--- src/rtl/bus_matrix_arbiter.sv ---
// bus_matrix_arbiter: connects one of NUM_M bit-serial masters to one of
// NUM_S bit-serial slaves. The leading SEL_W address bits pick the slave and
// are consumed here; later address bits and all data pass straight through.
// Build option: define ARB_ROUND_ROBIN_EN for round-robin arbitration;
// the default build uses fixed priority (master 0 highest).
module bus_matrix_arbiter #(
    parameter int NUM_M = 2,
    parameter int NUM_S = 3,
    parameter int SEL_W = 2
) (
    input  logic             clk,
    input  logic             reset,
    input  logic [NUM_M-1:0] m_request,
    input  logic [NUM_M-1:0] m_address,
    input  logic [NUM_M-1:0] m_address_valid,
    input  logic [NUM_M-1:0] m_data,
    input  logic [NUM_M-1:0] m_valid,
    input  logic [NUM_M-1:0] m_write_en,
    input  logic [NUM_M-1:0] m_burst,
    output logic [NUM_M-1:0] m_available,
    output logic [NUM_M-1:0] m_ready,
    output logic [NUM_M-1:0] m_data_out,
    output logic [NUM_M-1:0] m_valid_in,
    output logic [NUM_M-1:0] m_error,
    output logic [NUM_S-1:0] s_address,
    output logic [NUM_S-1:0] s_data,
    output logic [NUM_S-1:0] s_valid,
    output logic [NUM_S-1:0] s_write_en,
    output logic [NUM_S-1:0] s_burst,
    output logic [NUM_S-1:0] bus_ready_s,
    input  logic [NUM_S-1:0] s_ready,
    input  logic [NUM_S-1:0] s_data_in,
    input  logic [NUM_S-1:0] s_valid_out,
    input  logic [NUM_S-1:0] s_hold,
    output logic [2:0]       state,
    output logic [2:0]       owner
);

    localparam int OW = (NUM_M > 1) ? $clog2(NUM_M) : 1;
    localparam int SW = (NUM_S > 1) ? $clog2(NUM_S) : 1;
    localparam int CW = $clog2(SEL_W + 1);

    typedef enum logic [2:0] {
        IDLE    = 3'd0,
        GRANT   = 3'd1,
        SELECT  = 3'd2,
        CONNECT = 3'd3,
        ERROR   = 3'd4
    } state_t;

    state_t           state_q, state_d;
    logic [OW-1:0]    owner_q, owner_d;
    logic [SW-1:0]    sel_q, sel_d;
    logic [SEL_W-1:0] shift_q, shift_d;
    logic [CW-1:0]    cnt_q, cnt_d;
    logic [OW-1:0]    winner;
    logic             any_req;
    logic [SEL_W-1:0] cand;
    logic [SEL_W-1:0] sel_val;
    logic             sel_done;
    logic [NUM_M-1:0] owner_oh;
`ifdef ARB_ROUND_ROBIN_EN
    logic [OW-1:0]    ptr_q, ptr_d;
    logic [OW-1:0]    rr_idx;
    logic             rr_found;
    int               rr_sum;
`endif

    // Winner of the current request vector (only consumed in IDLE).
    always_comb begin
        winner  = '0;
        any_req = |m_request;
`ifdef ARB_ROUND_ROBIN_EN
        rr_idx   = '0;
        rr_found = 1'b0;
        rr_sum   = 0;
        // First requester at or after the pointer, wrapping past NUM_M-1.
        for (int k = 0; k < NUM_M; k++) begin
            rr_sum = int'(ptr_q) + k;
            if (rr_sum >= NUM_M) rr_sum = rr_sum - NUM_M;
            rr_idx = OW'(rr_sum);
            if (!rr_found && m_request[rr_idx]) begin
                winner   = rr_idx;
                rr_found = 1'b1;
            end
        end
`else
        // Descending scan so the lowest requesting index is written last.
        for (int i = NUM_M - 1; i >= 0; i--) begin
            if (m_request[OW'(i)]) winner = OW'(i);
        end
`endif
    end

    // Next-state logic: grant, select-field capture, connection and release.
    always_comb begin
        state_d  = state_q;
        owner_d  = owner_q;
        sel_d    = sel_q;
        shift_d  = shift_q;
        cnt_d    = cnt_q;
        sel_done = 1'b0;
        sel_val  = shift_q;
        cand     = (shift_q << 1) | SEL_W'(m_address[owner_q]);
`ifdef ARB_ROUND_ROBIN_EN
        ptr_d    = ptr_q;
`endif
        case (state_q)
            IDLE: begin
                if (any_req) begin
                    owner_d = winner;
                    shift_d = '0;
                    cnt_d   = '0;
                    state_d = GRANT;
`ifdef ARB_ROUND_ROBIN_EN
                    ptr_d   = (winner == OW'(NUM_M - 1)) ? '0 : winner + OW'(1);
`endif
                end
            end
            GRANT: begin
                if (!m_request[owner_q]) begin
                    owner_d = '0;
                    state_d = IDLE;
                end else if (m_address_valid[owner_q]) begin
                    shift_d = SEL_W'(m_address[owner_q]);
                    cnt_d   = CW'(1);
                    state_d = SELECT;
                end
            end
            SELECT: begin
                if (!m_request[owner_q]) begin
                    owner_d = '0;
                    state_d = IDLE;
                end else if (cnt_q == CW'(SEL_W)) begin
                    // Only reachable with a one-bit select field.
                    sel_done = 1'b1;
                    sel_val  = shift_q;
                end else if (m_address_valid[owner_q]) begin
                    shift_d = cand;
                    cnt_d   = cnt_q + CW'(1);
                    if (cnt_q == CW'(SEL_W - 1)) begin
                        sel_done = 1'b1;
                        sel_val  = cand;
                    end
                end
                if (sel_done) begin
                    if (int'(sel_val) < NUM_S) begin
                        sel_d   = SW'(sel_val);
                        state_d = CONNECT;
                    end else begin
                        state_d = ERROR;
                    end
                end
            end
            CONNECT: begin
                // A holding slave keeps the path up even after the request drops.
                if (!m_request[owner_q] && !s_hold[sel_q]) begin
                    owner_d = '0;
                    sel_d   = '0;
                    state_d = IDLE;
                end
            end
            ERROR: begin
                owner_d = '0;
                state_d = IDLE;
            end
            default: begin
                owner_d = '0;
                sel_d   = '0;
                state_d = IDLE;
            end
        endcase
    end

    // State and arbitration registers.
    always_ff @(posedge clk) begin
        if (reset) begin
            state_q <= IDLE;
            owner_q <= '0;
            sel_q   <= '0;
            shift_q <= '0;
            cnt_q   <= '0;
`ifdef ARB_ROUND_ROBIN_EN
            ptr_q   <= '0;
`endif
        end else begin
            state_q <= state_d;
            owner_q <= owner_d;
            sel_q   <= sel_d;
            shift_q <= shift_d;
            cnt_q   <= cnt_d;
`ifdef ARB_ROUND_ROBIN_EN
            ptr_q   <= ptr_d;
`endif
        end
    end

    // Grant/error decode and combinational master<->slave routing.
    always_comb begin
        owner_oh          = '0;
        owner_oh[owner_q] = 1'b1;
        m_available = '0;
        m_error     = '0;
        m_ready     = '0;
        m_data_out  = '0;
        m_valid_in  = '0;
        s_address   = '0;
        s_data      = '0;
        s_valid     = '0;
        s_write_en  = '0;
        s_burst     = '0;
        bus_ready_s = '0;
        if (state_q == GRANT || state_q == SELECT || state_q == CONNECT) begin
            m_available = owner_oh;
        end
        if (state_q == ERROR) begin
            m_error = owner_oh;
        end
        if (state_q == CONNECT) begin
            s_address[sel_q]   = m_address[owner_q];
            s_data[sel_q]      = m_data[owner_q];
            s_valid[sel_q]     = m_valid[owner_q];
            s_write_en[sel_q]  = m_write_en[owner_q];
            s_burst[sel_q]     = m_burst[owner_q];
            bus_ready_s[sel_q] = 1'b1;
            m_ready[owner_q]    = s_ready[sel_q];
            m_data_out[owner_q] = s_data_in[sel_q];
            m_valid_in[owner_q] = s_valid_out[sel_q];
        end
    end

    assign state = state_q;
    assign owner = 3'(owner_q);

endmodule

--- config.mk ---
export PLATFORM = sky130hd
export DESIGN_NAME = bus_matrix_arbiter
export DESIGN_NICKNAME = d
export VERILOG_FILES = /design/src/rtl/bus_matrix_arbiter.sv
export SDC_FILE = /design/constraint.sdc
export NUM_CORES = 1
export LEC_CHECK = 0
export ABC_CLOCK_PERIOD_IN_PS = 2600
export CAP_MARGIN = 20
export CORE_UTILIZATION = 37
export CTS_BUF_LIST = sky130_fd_sc_hd__clkbuf_4 sky130_fd_sc_hd__clkbuf_8
export DETAILED_ROUTE_END_ITERATION = 6
export PLACE_DENSITY_LB_ADDON = 0.25
export SLEW_MARGIN = 20
export SYNTH_ARGS = -nofsm -noshare
export SYNTH_HDL_FRONTEND = slang
export SYNTH_SLANG_ARGS = --single-unit
--- constraint.sdc ---
create_clock -name clk -period 2.6 [get_ports clk]
set_clock_uncertainty 0.05 [all_clocks]
set_input_delay 0.78 -clock clk [delete_from_list [all_inputs] [get_ports clk]]
set_output_delay 0.78 -clock clk [all_outputs]
set_load 0.03 [all_outputs]
==> Word level (Yosys, flattened, before mapping) <==
Cells that the tools add are included.
Widths: inputs -> output; s select.
{ "totals": {"reg_bits": 10, "inputBits": 28, "output_inout_bits": 34, "word_cells": 132} }
{ "classes": {"n_addsub": 1, "n_lt_le_gt_ge": 5, "n_eq_ne": 18, "mux": 77, "n_bitwise": 10, "n_reduce_logical": 16} }
{ "op_table": {"columns": ["operator", "count"], "rows": [
  ["$mux 2", 24],
  ["$mux 3", 13],
  ["$mux 1", 29],
  ["$ne 2x2->1 const B", 9],
  ["$pmux 2 s3", 3],
  ["$and 3x3->3", 5],
  ["$pmux 3 s4", 1],
  ["$bmux 1 s2", 4],
  ["$reduce_and 4->1", 2],
  ["$reduce_and 7->1", 1],
  ["$and 2x2->2", 3],
  ["$eq 3x2->1 const B", 2],
  ["$reduce_or 2->1", 2],
  ["$eq 3x1->1 const B", 1],
  ["$eq 3x3->1 const B", 1],
  ["$logic_and 1x1->1", 3],
  ["$logic_not 3->1", 1],
  ["$lt 2x3->1 const B", 1],
  ["$ne 3x2->1 const B", 1],
  ["$ne 3x3->1 const B", 1],
  ["$pmux 1 s3", 1],
  ["$reduce_and 3->1", 1],
  ["$reduce_bool 3->1", 1],
  ["$reduce_or 3->1", 1],
  ["14 further kinds", 16]
]} }

==> Logic depth before layout (Yosys ltp) <==
{ "depth": {"depth_word": 12, "ltp_mapped": 8, "depth_no_buf": 7} }

==> Worst setup path after synthesis <==
OpenSTA, ideal clock, no wires.
{ "synth_path": {"path_type": "register to output", "from": "register state_q[0] (netlist: state[0])", "to": "output s_address[0]", "arrival_time_ps": 2082, "t_required_ps": 1770, "slack_ps": -312, "path_stages_with_launch": 6, "n_path_buf": 1, "path_cell_list": "dfxtp_1 -> inv_1 -> or3_1 -> buf_2 -> nor3_2 -> and2_1"} }
{ "synth_via": {"elab_chain_cells": 2} }
{ "synth_rtl": {"columns": ["item", "line", "source"], "rows": [
  ["start: declaration", "51", "state_t state_q, state_d;"],
  ["start signal: assignment", "187", "state_q <= state_d;"],
  ["$eq 3x2->1", "219", "if (state_q == CONNECT) begin"],
  ["$mux 3", "219", null],
  ["end: declaration", "25", "output logic [NUM_S-1:0] s_address,"]
]} }
No other way between the ends.

==> Worst setup path in the final report <==
{ "layout_path": {"from": "register state_q[0] (netlist: state[0])", "to": "output s_burst[2]"} }
{ "layout_via": {"elab_chain_cells": 2} }
{ "layout_rtl": {"columns": ["item", "line", "source"], "rows": [
  ["$eq 3x2->1", "219", null],
  ["$mux 3", "219", null],
  ["end: declaration", "29", "output logic [NUM_S-1:0] s_burst,"]
]} }
No other way between the ends.

==> impl_metrics.env <==
export IMPL_cts_tree="done"
export IMPL_drive_gt1_frac=0.3352
export IMPL_fill_cells=224
export IMPL_track_usage=0.1935
export IMPL_arrival_ns=1.72
export IMPL_area_growth_pct=58.03
export IMPL_critPathKind="reg2out"
export IMPL_ctsHoldBuffers=0
export IMPL_hold_violations=0
export IMPL_cts_sinks=9
export IMPL_antenna_cells=0
export IMPL_synth_largest_area_cell="dfxtp_1"
export IMPL_fin_crit_sh=0.9800
export IMPL_critPathCaptureType="output pin"
export IMPL_hold_start="shift_q[1]$_SDFFE_PP0P_"
export IMPL_dr_wl_met2_mm=1.301
export IMPL_regToRegSetupSlack_ns=0.62
export IMPL_power_density_mw_per_mm2=399.3
export IMPL_ys_seq_area_frac=0.1865
export IMPL_coreArea_mm2=0.002477
export IMPL_layout_commonest_cell="buf_4"
export IMPL_rr_worst_depth=7
export IMPL_die_h_um=53.10
export IMPL_period_needed_ns=2.548
export IMPL_synth_area_per_cell_um2=7.727
export IMPL_wl_met3_um=148
export IMPL_yosys_warnings=0
export IMPL_root_buffer="clkbuf_4"
export IMPL_drv_cap=0
export IMPL_io_pins=62
export IMPL_synth_fa_ha_area_frac=0.02591
export IMPL_yosysTopAreaCellShare=0.1865
export IMPL_cts_made_buffers=3
export IMPL_synthXorXnorAreaFrac=0
export IMPL_die_w_um=53.10
export IMPL_ir_drop_mv=0.4813
export IMPL_drtIter0Drc=5
export IMPL_synthDistinctLibCells=41
export IMPL_report_final_slew_viol_count=0
export IMPL_layout_common_cells="buf_4 (27), clkdlybuf4s50_1 (19), nor2_1 (13), and2_1 (9), nand2_1 (9)"
export IMPL_synthCells=125
export IMPL_ys_top_cells_by_area="dfxtp_1 (19%), and2_1 (11%), buf_4 (7.0%), nor2_1 (5.1%), mux2i_1 (4.1%)"
export IMPL_hold_end="shift_q[1]$_SDFFE_PP0P_"
export IMPL_htreeDepth=1
export IMPL_cts_buffer_depth=2
export IMPL_grt_max_degree=14
export IMPL_outcome="completed"
export IMPL_wl_mm=2.532
export IMPL_placementRows=18
export IMPL_wl_per_cell_um=12.11
export IMPL_final_setup_viol_count=0
export IMPL_required_ns=1.77
export IMPL_cp_max_fo=6
export IMPL_ys_ff_latch=9
export IMPL_worstReg2RegEnd="state[0]$_SDFFE_PP0P_"
export IMPL_final_antenna_net_count=0
export IMPL_grt_pass1_vias=916
export IMPL_synth_mux_area_frac=0.07124
export IMPL_met1_length_mm=1.048
export IMPL_cellLeakagePower_uw=0.0007002
export IMPL_rsz0062_at_grt="true"
export IMPL_synth_top_family_by_area="simple AND/OR/NAND/NOR gates"
export IMPL_die_area_mm2=0.002819
export IMPL_max_freq_mhz=392.5
export IMPL_via_per_inst=4.933
export IMPL_initial_core_util=0.3899
export IMPL_path_clk_slew_ns=0.06
export IMPL_top_layer="met4"
export IMPL_hp_class="reg2reg"
export IMPL_portBuffers=47
export IMPL_finalWeightedCongestion=0.8252
export IMPL_vias=1031
export IMPL_synth_simple_gate_area_frac=0.3679
export IMPL_fin_util=0.6162
export IMPL_insertion_delay_ns=0.26
export IMPL_grt_ovfl_total=0
export IMPL_synth_compound_area_frac=0.2098
export IMPL_r2r_start="cnt_q[0]$_SDFFE_PP0P_"
export IMPL_power_uw=609.5
export IMPL_drt_pre_antenna_iters=4
export IMPL_grt_pass1_wl_mm=3.981
export IMPL_whs_path_depth=2
export IMPL_finalNetCount=210
export IMPL_drc=0
export IMPL_startpoint="state[0]$_SDFFE_PP0P_"
export IMPL_antenna_found_initial=0
export IMPL_worstSetupStartpointType="flop"
export IMPL_place_hpwl_mm=2.089
export IMPL_syn_area_um2=965.9
layer usage:
layer / vias to the layer above / GRT usage
met5: - / 0
met4: 0 / 0.06579
met3: 5 / 0.02299
met2: 36 / 0.3903
met1: 458 / 0.1993
li1: 532 / -
cell usage after synthesis (all sizes together):
cell / instances
nor3: 7
a41o: 2
a21o: 1
nand3: 1
o21a: 2
nor2b: 1
conb: 1
mux2: 1
nor3b: 4
mux2i: 5
a22o: 2
nand2: 9
and2b: 1
and3b: 2
and4b: 1
and2: 17
a211oi: 2
a311oi: 1
nand2b: 2
o31ai: 2
a221oi: 1
ha: 2
dfxtp: 9
o32ai: 1
nor2: 13
clkbuf: 2
buf: 13
or3: 2
o21ai: 3
nor4: 1
a21oi: 7
a31oi: 1
inv: 6
area by class of cell:
class                           count  area, um^2  share of cell area
Multi-Input combinational cell    102       719.4              0.4713
Timing Repair Buffer               58       525.5              0.3443
Sequential cell                     9       188.9              0.1238
Tap cell                           30       37.54             0.02459
Clock buffer                        4       30.03             0.01967
Inverter                            6       25.02             0.01639
worst max path at each step:
stage	endpoint	slack [ns]	depth (start not counted)
floorplan	s_address[1]	0.01	5
global placement	m_data_out[0]	0.06	6
detailed placement	m_data_out[0]	-0.006	6
CTS	s_data[2]	0.004	6
global route	s_burst[2]	-0.02	6
finish	s_burst[2]	0.05	6
worst max-delay path: stages (launching register included):
cell     delay, ns
dfxtp_4       0.35
inv_4         0.03
or3_4         0.39
buf_6         0.14
nor3_4        0.21
and2_1        0.17
buf_4         0.15
timing repair:
item | in CTS | in global routing
endpoints found under the setup margin | 17 | 7
buffers inserted | 2 | 0
gates resized for setup | 14 | 5
pin swaps | 8 | 8
where the power goes:
group / total, uW / switching [uW] / internal [uW]
Sequential: 164 / 10.6 / 153
Clock: 121 / 51.2 / 69.7
Combinational: 325 / 184 / 141
metrics by stage:
step | setup TNS, ns | instances | hold WS [ns] | worst slack, ns | instance area (um^2)
floorplan | 0 | 132 | 0.4178 | 0.01001 | 1036
global placement | 0 | 203 | 0.4375 | 0.05885 | 1439
detailed placement | -0.005655 | 203 | 0.4446 | -0.005655 | 1439
CTS | 0 | 209 | 0.4536 | 0.003731 | 1514
finish | 0 | 209 | 0.4510 | 0.05190 | 1526
global route | -0.02048 | 209 | 0.5068 | -0.01818 | 1526
registers in the layout, indices dropped and copies added, names as in the netlist:
signal	cells
shift_q	2
state	3
cnt_q	2
sel_q	2
cell families (layout without fill, tap and decap cells):
family | after synthesis | in the layout
buf+inv | 21 | 68
fa+ha+maj | 2 | 2
other cells | 1 | 8
simple gates | 61 | 61
compound gates | 25 | 25
flops | 9 | 9
mux | 6 | 6
No activity file was read; power rests on OpenSTA's default activity.
